`config.mk`:
```
export PLATFORM = sky130hd
export DESIGN_NAME = reg_write_ctrl
export DESIGN_NICKNAME = d
export VERILOG_FILES = /design/src/rtl/reg_ctrl_pkg.sv /design/src/rtl/rr_arbiter2.sv /design/src/rtl/reg_write_ctrl.sv
export SDC_FILE = /design/constraint.sdc
export NUM_CORES = 1
export LEC_CHECK = 0
export ABC_AREA = 0
export BUFFER_PORTS_ARGS = -buffer_cell sky130_fd_sc_hd__buf_2
export CAP_MARGIN = 20
export CORE_MARGIN = 10
export CORE_UTILIZATION = 50
export DETAILED_ROUTE_END_ITERATION = 8
export PLACE_DENSITY = 0.82
export RECOVER_POWER = 25
export REMOVE_ABC_BUFFERS = 1
export SLEW_MARGIN = 20
export SYNTH_ARGS = -nofsm -noshare
export SYNTH_HDL_FRONTEND = slang
export SYNTH_HIERARCHICAL = 1
export SYNTH_SLANG_ARGS = --single-unit
```
`constraint.sdc`:
```
create_clock -name CLK -period 3.3 [get_ports CLK]
set_clock_uncertainty 0.2 [all_clocks]
set_input_delay 0.495 -clock CLK [delete_from_list [all_inputs] [get_ports CLK]]
set_output_delay 0.495 -clock CLK [all_outputs]
set_load 0.01 [all_outputs]
```
`src/rtl/reg_ctrl_pkg.sv`:
```
// Purpose: shared types and constants for register-file write-port control.
// Latency: n/a (package: types, constants, one combinational helper).
// Backpressure: n/a.
// Contents: ctrl_state_t, requester indices, default widths, rr_pick().
package reg_ctrl_pkg;

  // Controller phases: clearing the register file, then serving requesters.
  typedef enum logic {
    INIT = 1'b0,
    RUN  = 1'b1
  } ctrl_state_t;

  // Requester indices into the request/grant vectors.
  localparam int REQ_ALU  = 0;
  localparam int REQ_LOAD = 1;

  // Default data/pointer widths; these must agree with the register file.
  localparam int DEF_W = 8;
  localparam int DEF_D = 3;

  // Two-way round-robin pick. last_grant holds the index of the requester
  // that most recently completed a handshake. On a tie, the other requester
  // wins. The result is one-hot or zero, and never grants an idle requester.
  function automatic logic [1:0] rr_pick(input logic [1:0] req,
                                         input logic       last_grant);
    logic [1:0] g;
    g = 2'b00;
    if (req[REQ_ALU] && (!req[REQ_LOAD] || last_grant == 1'b1)) begin
      g[REQ_ALU] = 1'b1;
    end else if (req[REQ_LOAD]) begin
      g[REQ_LOAD] = 1'b1;
    end
    return g;
  endfunction

endpackage

```
`src/rtl/rr_arbiter2.sv`:
```
// Purpose: two-requester round-robin arbiter with a last-grant flop.
// Latency: grant is combinational from req; last_grant updates on the accept edge.
// Backpressure: a requester that is not granted simply keeps req high and waits.
// Ports: CLK, Reset (async, active-high); req[1:0] in; accept[1:0] in
//        (one-hot completed handshake); gnt[1:0] out (one-hot or zero).
module rr_arbiter2
  import reg_ctrl_pkg::*;
(
  input  logic       CLK,
  input  logic       Reset,
  input  logic [1:0] req,
  input  logic [1:0] accept,
  output logic [1:0] gnt
);

  logic last_grant;

  assign gnt = rr_pick(req, last_grant);

  // last_grant resets to LOAD, so ALU wins the first tie after reset.
  // It moves only on a completed handshake. A grant that the parent gates
  // off does not move it.
  always_ff @(posedge CLK or posedge Reset) begin
    if (Reset) begin
      last_grant <= 1'b1;
    end else if (accept[REQ_LOAD]) begin
      last_grant <= 1'b1;
    end else if (accept[REQ_ALU]) begin
      last_grant <= 1'b0;
    end
  end

endmodule

```
`src/rtl/reg_write_ctrl.sv`:
```
// Purpose: clears the register file after reset, then arbitrates its single write port.
// Latency: one cycle from an accepted handshake to the Reg_write_* outputs.
// Backpressure: readies are held low while clearing; afterwards one write is accepted per cycle.
// Ports: CLK, Reset (async, active-high); Alu_*/Load_* valid-ready write requests;
//        Reg_write_en/_address/_data registered to the register file; Init_done.
module reg_write_ctrl
  import reg_ctrl_pkg::*;
#(
  parameter int W = DEF_W,
  parameter int D = DEF_D
) (
  input  logic         CLK,
  input  logic         Reset,
  input  logic         Alu_valid,
  input  logic [D-1:0] Alu_address,
  input  logic [W-1:0] Alu_data,
  output logic         Alu_ready,
  input  logic         Load_valid,
  input  logic [D-1:0] Load_address,
  input  logic [W-1:0] Load_data,
  output logic         Load_ready,
  output logic         Reg_write_en,
  output logic [D-1:0] Reg_write_address,
  output logic [W-1:0] Reg_write_data,
  output logic         Init_done
);

  localparam logic [D-1:0] LAST_ADDR  = {D{1'b1}};
  localparam logic [D-1:0] FIRST_ADDR = D'(1);

  ctrl_state_t  state, state_nxt;
  logic [D-1:0] init_cnt, init_cnt_nxt;
  logic         wr_en_nxt;
  logic [D-1:0] wr_addr_nxt;
  logic [W-1:0] wr_data_nxt;

  logic         run;
  logic [1:0]   req;
  logic [1:0]   gnt_raw;
  logic [1:0]   gnt;
  logic [1:0]   accept;
  logic         any_accept;
  logic [D-1:0] sel_addr;
  logic [W-1:0] sel_data;

  assign run = (state == RUN);
  assign req = {Load_valid, Alu_valid};

  rr_arbiter2 u_arb (
    .CLK    (CLK),
    .Reset  (Reset),
    .req    (req),
    .accept (accept),
    .gnt    (gnt_raw)
  );

  // Grants are suppressed while clearing. The arbiter's last_grant therefore
  // stays frozen until the first real handshake.
  assign gnt        = run ? gnt_raw : 2'b00;
  assign Alu_ready  = gnt[REQ_ALU];
  assign Load_ready = gnt[REQ_LOAD];
  assign accept     = gnt & req;
  assign any_accept = |accept;

  assign sel_addr = accept[REQ_LOAD] ? Load_address : Alu_address;
  assign sel_data = accept[REQ_LOAD] ? Load_data    : Alu_data;

  // State is registered, so Init_done rises on the same edge as the last
  // clearing write.
  assign Init_done = run;

  always_comb begin
    state_nxt    = state;
    init_cnt_nxt = init_cnt;
    wr_en_nxt    = 1'b0;
    wr_addr_nxt  = Reg_write_address;
    wr_data_nxt  = Reg_write_data;
    case (state)
      INIT: begin
        wr_en_nxt    = 1'b1;
        wr_addr_nxt  = init_cnt;
        wr_data_nxt  = '0;
        init_cnt_nxt = init_cnt + D'(1);
        if (init_cnt == LAST_ADDR) begin
          state_nxt = RUN;
        end
      end
      RUN: begin
        // A write to address 0 still completes its handshake but is dropped.
        // Address and data keep their previous values.
        if (any_accept && sel_addr != '0) begin
          wr_en_nxt   = 1'b1;
          wr_addr_nxt = sel_addr;
          wr_data_nxt = sel_data;
        end
      end
      default: begin
        state_nxt = INIT;
      end
    endcase
  end

  always_ff @(posedge CLK or posedge Reset) begin
    if (Reset) begin
      state             <= INIT;
      init_cnt          <= FIRST_ADDR;
      Reg_write_en      <= 1'b0;
      Reg_write_address <= '0;
      Reg_write_data    <= '0;
    end else begin
      state             <= state_nxt;
      init_cnt          <= init_cnt_nxt;
      Reg_write_en      <= wr_en_nxt;
      Reg_write_address <= wr_addr_nxt;
      Reg_write_data    <= wr_data_nxt;
    end
  end

  // Handshake invariants relied on by both requesters.
  a_one_ready : assert property (@(posedge CLK) disable iff (Reset)
    !(Alu_ready && Load_ready));
  a_alu_ready_needs_valid : assert property (@(posedge CLK) disable iff (Reset)
    Alu_ready |-> Alu_valid);
  a_load_ready_needs_valid : assert property (@(posedge CLK) disable iff (Reset)
    Load_ready |-> Load_valid);

endmodule

```
==> metrics.cfg, run 1 <==
[floorplanning]
core_area_sq_um=1783
start_util_pct=54.25
die-area_sq_um=4093
rows=15
die_y_microns=63.98
die_w_microns=63.98
io_pins=41

[timing]
rsz0062_at_grt=no
setup_violations=0
fmax_mhz=447.9
tns_ns=0
fin_crit_ns=2.233
hold_violations=0
fin_crit_sh_pct=67.66
maxSlewHeadroom_pct=56.85
tightest_slew_ns=0.6465
slew_violations=0

[worst_setup_path]
cp_num_buf_inv=0
critPathRequiredTime_ns=3.27
cp-startpoint=u_arb/last_grant
reg2reg_slack_ns=1.07
path_max_fanout=17
cpMaxStageDelayCell=nand3_1
r2r-start=u_arb/last_grant
start_kind=register
critPathTopFamily=simple AND/OR/NAND/NOR gates
critPathKind=reg2reg
critPathArrivalTime_ns=2.21
cp-end-kind=register
cp_cell_sequence=a21boi_0 > nand3_1 > nor2_1 > nor3_1 > a221o_1
max_stage_delay_ns=0.49

[drt]
firstDrtPassIters=4
wl_per_cell_microns=16.39
num_vias=876
drt_iter0_markers=23
antenna_left=0
vias_per_cell=5.509
routed_wirelength_microns=2606
drc=0

[synth]
yosysWarningCount=6
netlist_area_sq_um=967.2
synth_cell_types=32
ys_seq_elements=17
avgSynthCellArea_sq_um=10.51
netlist_instances=92
synth-seq-area-share_pct=44.24

[pwr]
switchingPower_uw=171.4
leakage_nw=0.5971
p_int_uw=365.7
switching_share_pct=31.91
combPwrFrac_pct=29.7
clockPowerShare_pct=20.3
seq_power_share_pct=50.0
ir_worst_vdd_v=0.0002982
cellPowerDensity_nw_per_um2=442.9

[cts]
cts.sinks=17
post_cts_buffers=0
cts_buffers=3
htreeDepth=1
clkTransAtPathRegs_ns=0.10
cts_root_buf=clkbuf_4
clockBufferDepth=2
cts_tree=done
postCtsHoldBufs=1
clock_latency_ns=0.28
ctsResizeCount=0

[run]
drv_cap=0

[placed_design]
port_buffers=40
place.gp.congestion=0.7178
hpwl_microns=1999

[hold_path]
hold_class=in2reg
min_from=Load_data[5]

[global_routing]
antenna_found_initial=0
grt_first_pass_wirelength_microns=4271
grt_pass1_vias=956
track_usage_pct=12.74
grt_max_degree=25
grt_overflow_total=0

[final_layout]
nets=163
area_delta_synth_final_pct=25.36
fin_util_pct=68.00
drive_gt1_share_pct=35.07
diodes=0

[outcome]
status=finished, final reports clean

metal layers:
metal  track usage, %  up-vias  routed length (microns)
li1                 -      424                        -
met1            13.48      410                     1036
met2            23.38       36                     1333
met3            3.484        6                      198
met4            4.645        0                       38
met5                0        -                        0
metrics by stage:
stage          power, mW  std cells  setup WS (ns)  cell area (sq um)  hold slack [ns]
2_1_floorplan     0.3616         88          1.204              947.2           0.1847
3_3_place_gp      0.4306        154         0.9433               1186           0.2916
3_5_place_dp      0.4370        154         0.8002               1186           0.3034
4_1_cts           0.5482        159          1.076               1222           0.2363
5_1_grt           0.5756        159         0.8756               1212           0.2411
6_report          0.5370        159          1.067               1212           0.2464
cell usage after synthesis:
library cell	number	area share, %
mux2i_1	6	6.2
o31ai_4	1	2.2
o22ai_1	3	1.9
mux2_1	2	2.3
nand2_1	5	1.9
a21oi_1	7	3.6
o21ai_0	6	3.1
and2_1	2	1.3
nor3_1	2	1.0
and3_1	1	0.65
inv_1	7	2.7
nor3b_1	3	2.3
buf_2	1	0.52
o21bai_1	1	0.78
clkbuf_1	1	0.39
nor2_1	2	0.78
dfrtp_1	15	39
nand3_1	2	1.0
dfstp_2	2	5.4
a221o_1	2	2.1
a21boi_1	1	0.78
or2_2	1	0.65
ha_1	2	2.6
o31ai_1	3	2.3
a221oi_1	2	1.8
mux2_2	6	7.0
buf_4	1	0.78
o311a_2	1	1.2
xnor2_1	1	0.91
a21boi_0	1	0.78
buf_1	1	0.39
nor3_4	1	1.7
area by class of cell:
class | instances | area [sq um]
well taps | 25 | 31.28
inverters | 7 | 26.28
repair buffers | 42 | 207.7
fillers | 152 | 570.5
clock buffers | 4 | 26.28
multi-input cells | 64 | 493.0
flip-flops and latches | 17 | 427.9
power groups by stage:
stage	clock [mW]	sequential (mW)	combinational, mW
floorplan	0	0.285	0.0770
finish	0.109	0.269	0.159
global placement	0	0.269	0.161
CTS	0.113	0.267	0.168
detailed placement	0	0.271	0.166
global route	0.126	0.273	0.177
layout by cell type (no fill, tap or decap), types with 3 or more instances in the layout:
cell	n
clkbuf_1	9
nand2_1	5
nor3b_1	3
o21ai_0	6
a21oi_1	7
o31ai_1	3
o22ai_1	3
buf_2	32
inv_1	7
mux2i_1	6
dfrtp_1	15
clkbuf_4	3
mux2_2	6
logic make-up (layout without fill, tap and decap cells):
group                      count (synthesis)  after routing  share of synthesized area (%)
AOI/OAI and AO/OA                         28             28                          20.57
and+or+nand+nor                           19             19                          11.39
DFF                                       17             17                          44.24
muxes                                     14             14                          15.52
buffers and inverters                     11             53                          4.786
adders and majority gates                  2              2                          2.587
xor gates and xnor gates                   1              1                         0.9057
registers in the layout (all words and copies together) (netlist names):
name	cells
Reg_write_data	8
u_arb/last_grant	1
Init_done	1
Reg_write_en	1
Reg_write_address	3
init_cnt	3
worst paths after layout:
kind | endpoint | cells after the start
max reg2reg | Reg_write_data[5] | 5
max | Reg_write_data[5] | 5
max in group asynchronous | Reg_write_en | 3
min | Reg_write_data[5] | 2
min reg2reg | u_arb/last_grant | 2
min in group asynchronous | u_arb/last_grant | 3
(Power assumes the default switching activity.)
==> inputs of run 2 (changes only) <==
Settings changed: ABC_AREA 0 to 1, CORE_UTILIZATION 50 to 42, PLACE_DENSITY 0.82 to 0.74.
Clock period 3.3 ns to 1.9 ns, I/O delays scaled along.
==> metrics.cfg, run 2 <==
[outcome]
status=finished, final reports clean

[synth]
yosys-top-cells-area=dfrtp_1, nand2_1, nand3_1
synthFlopType=dfrtp_1
yosysMostFrequentCell=nand2_1
synth_edf_count=0
synth_top_area_share_pct=39.27
avgSynthCellArea_sq_um=7.353
ys_seq_elements=17
netlist_area_sq_um=955.9
synth_cell_types=22
yosys-top-cells-count=nand2_1, dfrtp_1, inv_1
ys_async_sr_fraction_pct=100.0
yosys.area.top_type=dfrtp_1
yosysWarningCount=6
synth-seq-area-share_pct=44.76
netlist_instances=130

[drt]
routed_wirelength_microns=2478
drc=0
num_vias=948
wl_per_cell_microns=12.21
drt_iter0_markers=35
antenna_left=0
vias_per_cell=4.670
firstDrtPassIters=4

[placed_design]
place.gp.congestion=0.7817
port_buffers=40
place_area_sq_um=1186
hpwl_microns=2007
dp.cells=198

[worst_setup_path]
start_kind=register
path_max_fanout=3
critPathArrivalTime_ns=1.31
critPathKind=reg2out
cp-end-kind=output pin
reg2reg_depth=9
critPathRequiredTime_ns=1.41

[final_layout]
fin_util_pct=55.57
largest_registers=Reg_write_data: 8 flops, Reg_write_address: 3 flops, init_cnt: 3 flops
drive_gt1_share_pct=27.43
register_area_sq_um=427.9
nets=204
final_common_cell=nand2_1
area_delta_synth_final_pct=27.36
mostFrequentLayoutCells=nand2_1, buf_2, dfrtp_1
largest_reg_flops=8
top_register=Reg_write_data
final_cell_count_no_fill=203
fill_cells=223
multi_input_area_sq_um=440.4
final_area_sq_um=1217
diodes=0

[hold_path]
min_path_cells=5
hold_class=in2reg

[cts]
clockBufferDepth=2
cts_buffers=3
htreeDepth=1
cts_root_buf=clkbuf_4
cts.sinks=17
clock_latency_ns=0.29
cts_tree=done
clkTransAtPathRegs_ns=0.10

[floorplanning]
die-area_sq_um=4584
start_util_pct=43.63
io_pins=41
die_w_microns=67.71
die_y_microns=67.71
core_area_sq_um=2191
rows=17

[global_routing]
antenna_found_initial=0
grt_pass1_vias=886
grt_overflow_total=0
track_usage_pct=10.76
grt_max_degree=19
grt_first_pass_wirelength_microns=3912

[timing]
tightest_slew_ns=0.6221
rsz0062_at_grt=no
hold_violations=0
maxSlewHeadroom_pct=58.48
fin_crit_ns=1.793
fin_crit_sh_pct=94.38
slew_violations=0
tns_ns=0
setup_violations=0
fmax_mhz=557.6

[pwr]
cellPowerDensity_nw_per_um2=769.9
leakage_nw=0.7362
ir_worst_vdd_v=0.0004387

[run]
drv_cap=0

[run 2: cell count changes after synthesis, sizes merged, moves of 6 or more]
| cell | delta |
|---|---|
| mux2i | -6 |
| inv | +8 |
| mux2 | -8 |
| a21oi | -6 |
| nand3 | +12 |
| nand2 | +60 |
[run 2: worst paths after layout]
path                             startpoint              endpoint  slack, ns
min in group asynchronous             Reset      u_arb/last_grant       0.32
max in group asynchronous             Reset     Reg_write_data[4]       0.70
min                            Load_data[7]     Reg_write_data[7]       0.09
max reg2reg                u_arb/last_grant  Reg_write_address[1]       0.17
max                        u_arb/last_grant             Alu_ready       0.11
min reg2reg                u_arb/last_grant      u_arb/last_grant       0.31
[run 2: what timing repair did]
action,4_1_cts,5_1_grt
hold buffers,1,0
hold endpoints to repair,16,0
resized for setup,0,2
setup endpoints to repair,0,3
buffers inserted,0,0
[run 2: critical path, cell delays in order (launching register included)]
cell and delay [ns]:
dfstp_2 0.58, inv_2 0.05, a21oi_2 0.10, nand2_1 0.10, inv_1 0.07, buf_2 0.12
[run 2: cell type report]
| cell class | count | area share (%) |
|---|---|---|
| Multi-Input combinational cell | 93 | 36.18 |
| Tap cell | 28 | 2.878 |
| Clock buffer | 4 | 2.158 |
| Inverter | 16 | 4.933 |
| Sequential cell | 17 | 35.15 |
| Timing Repair Buffer | 45 | 18.70 |
[run 2: logic make-up after synthesis]
kind of cell,count (synthesis),synth area share [%]
AO/OA/AOI/OAI,7,5.759
adder cells (fa/ha/maj),2,2.617
buffers and inverters,20,9.946
XOR/XNOR,1,0.9164
flip-flops,17,44.76
AND/OR/NAND/NOR,83,35.99
[run 2: routing by layer]
metal / wire [microns] / up-vias / GRT usage [%]
li1: - / 489 / -
met1: 1059 / 423 / 12.88
met2: 1179 / 30 / 17.02
met3: 173 / 6 / 2.810
met4: 65 / 0 / 6.154
met5: 0 / - / 0
[run 2: through the flow]
step                setup WS (ns)  total power [mW]  hold slack [ns]
floorplan                -0.06840            0.6228         -0.02530
global placement           0.1806            0.7517          0.08995
detailed placement         0.1134            0.7613          0.09686
CTS                        0.1042            0.9571          0.08057
global route             0.008464             1.001           0.1026
finish                     0.1067            0.9373          0.08750
[run 2: where the power goes]
part           total (mW)  leakage, nW  internal, mW  switching (mW)
clock network       0.194       0.0150        0.0817           0.112
registers           0.467        0.206         0.428          0.0395
logic               0.276        0.515         0.112           0.164
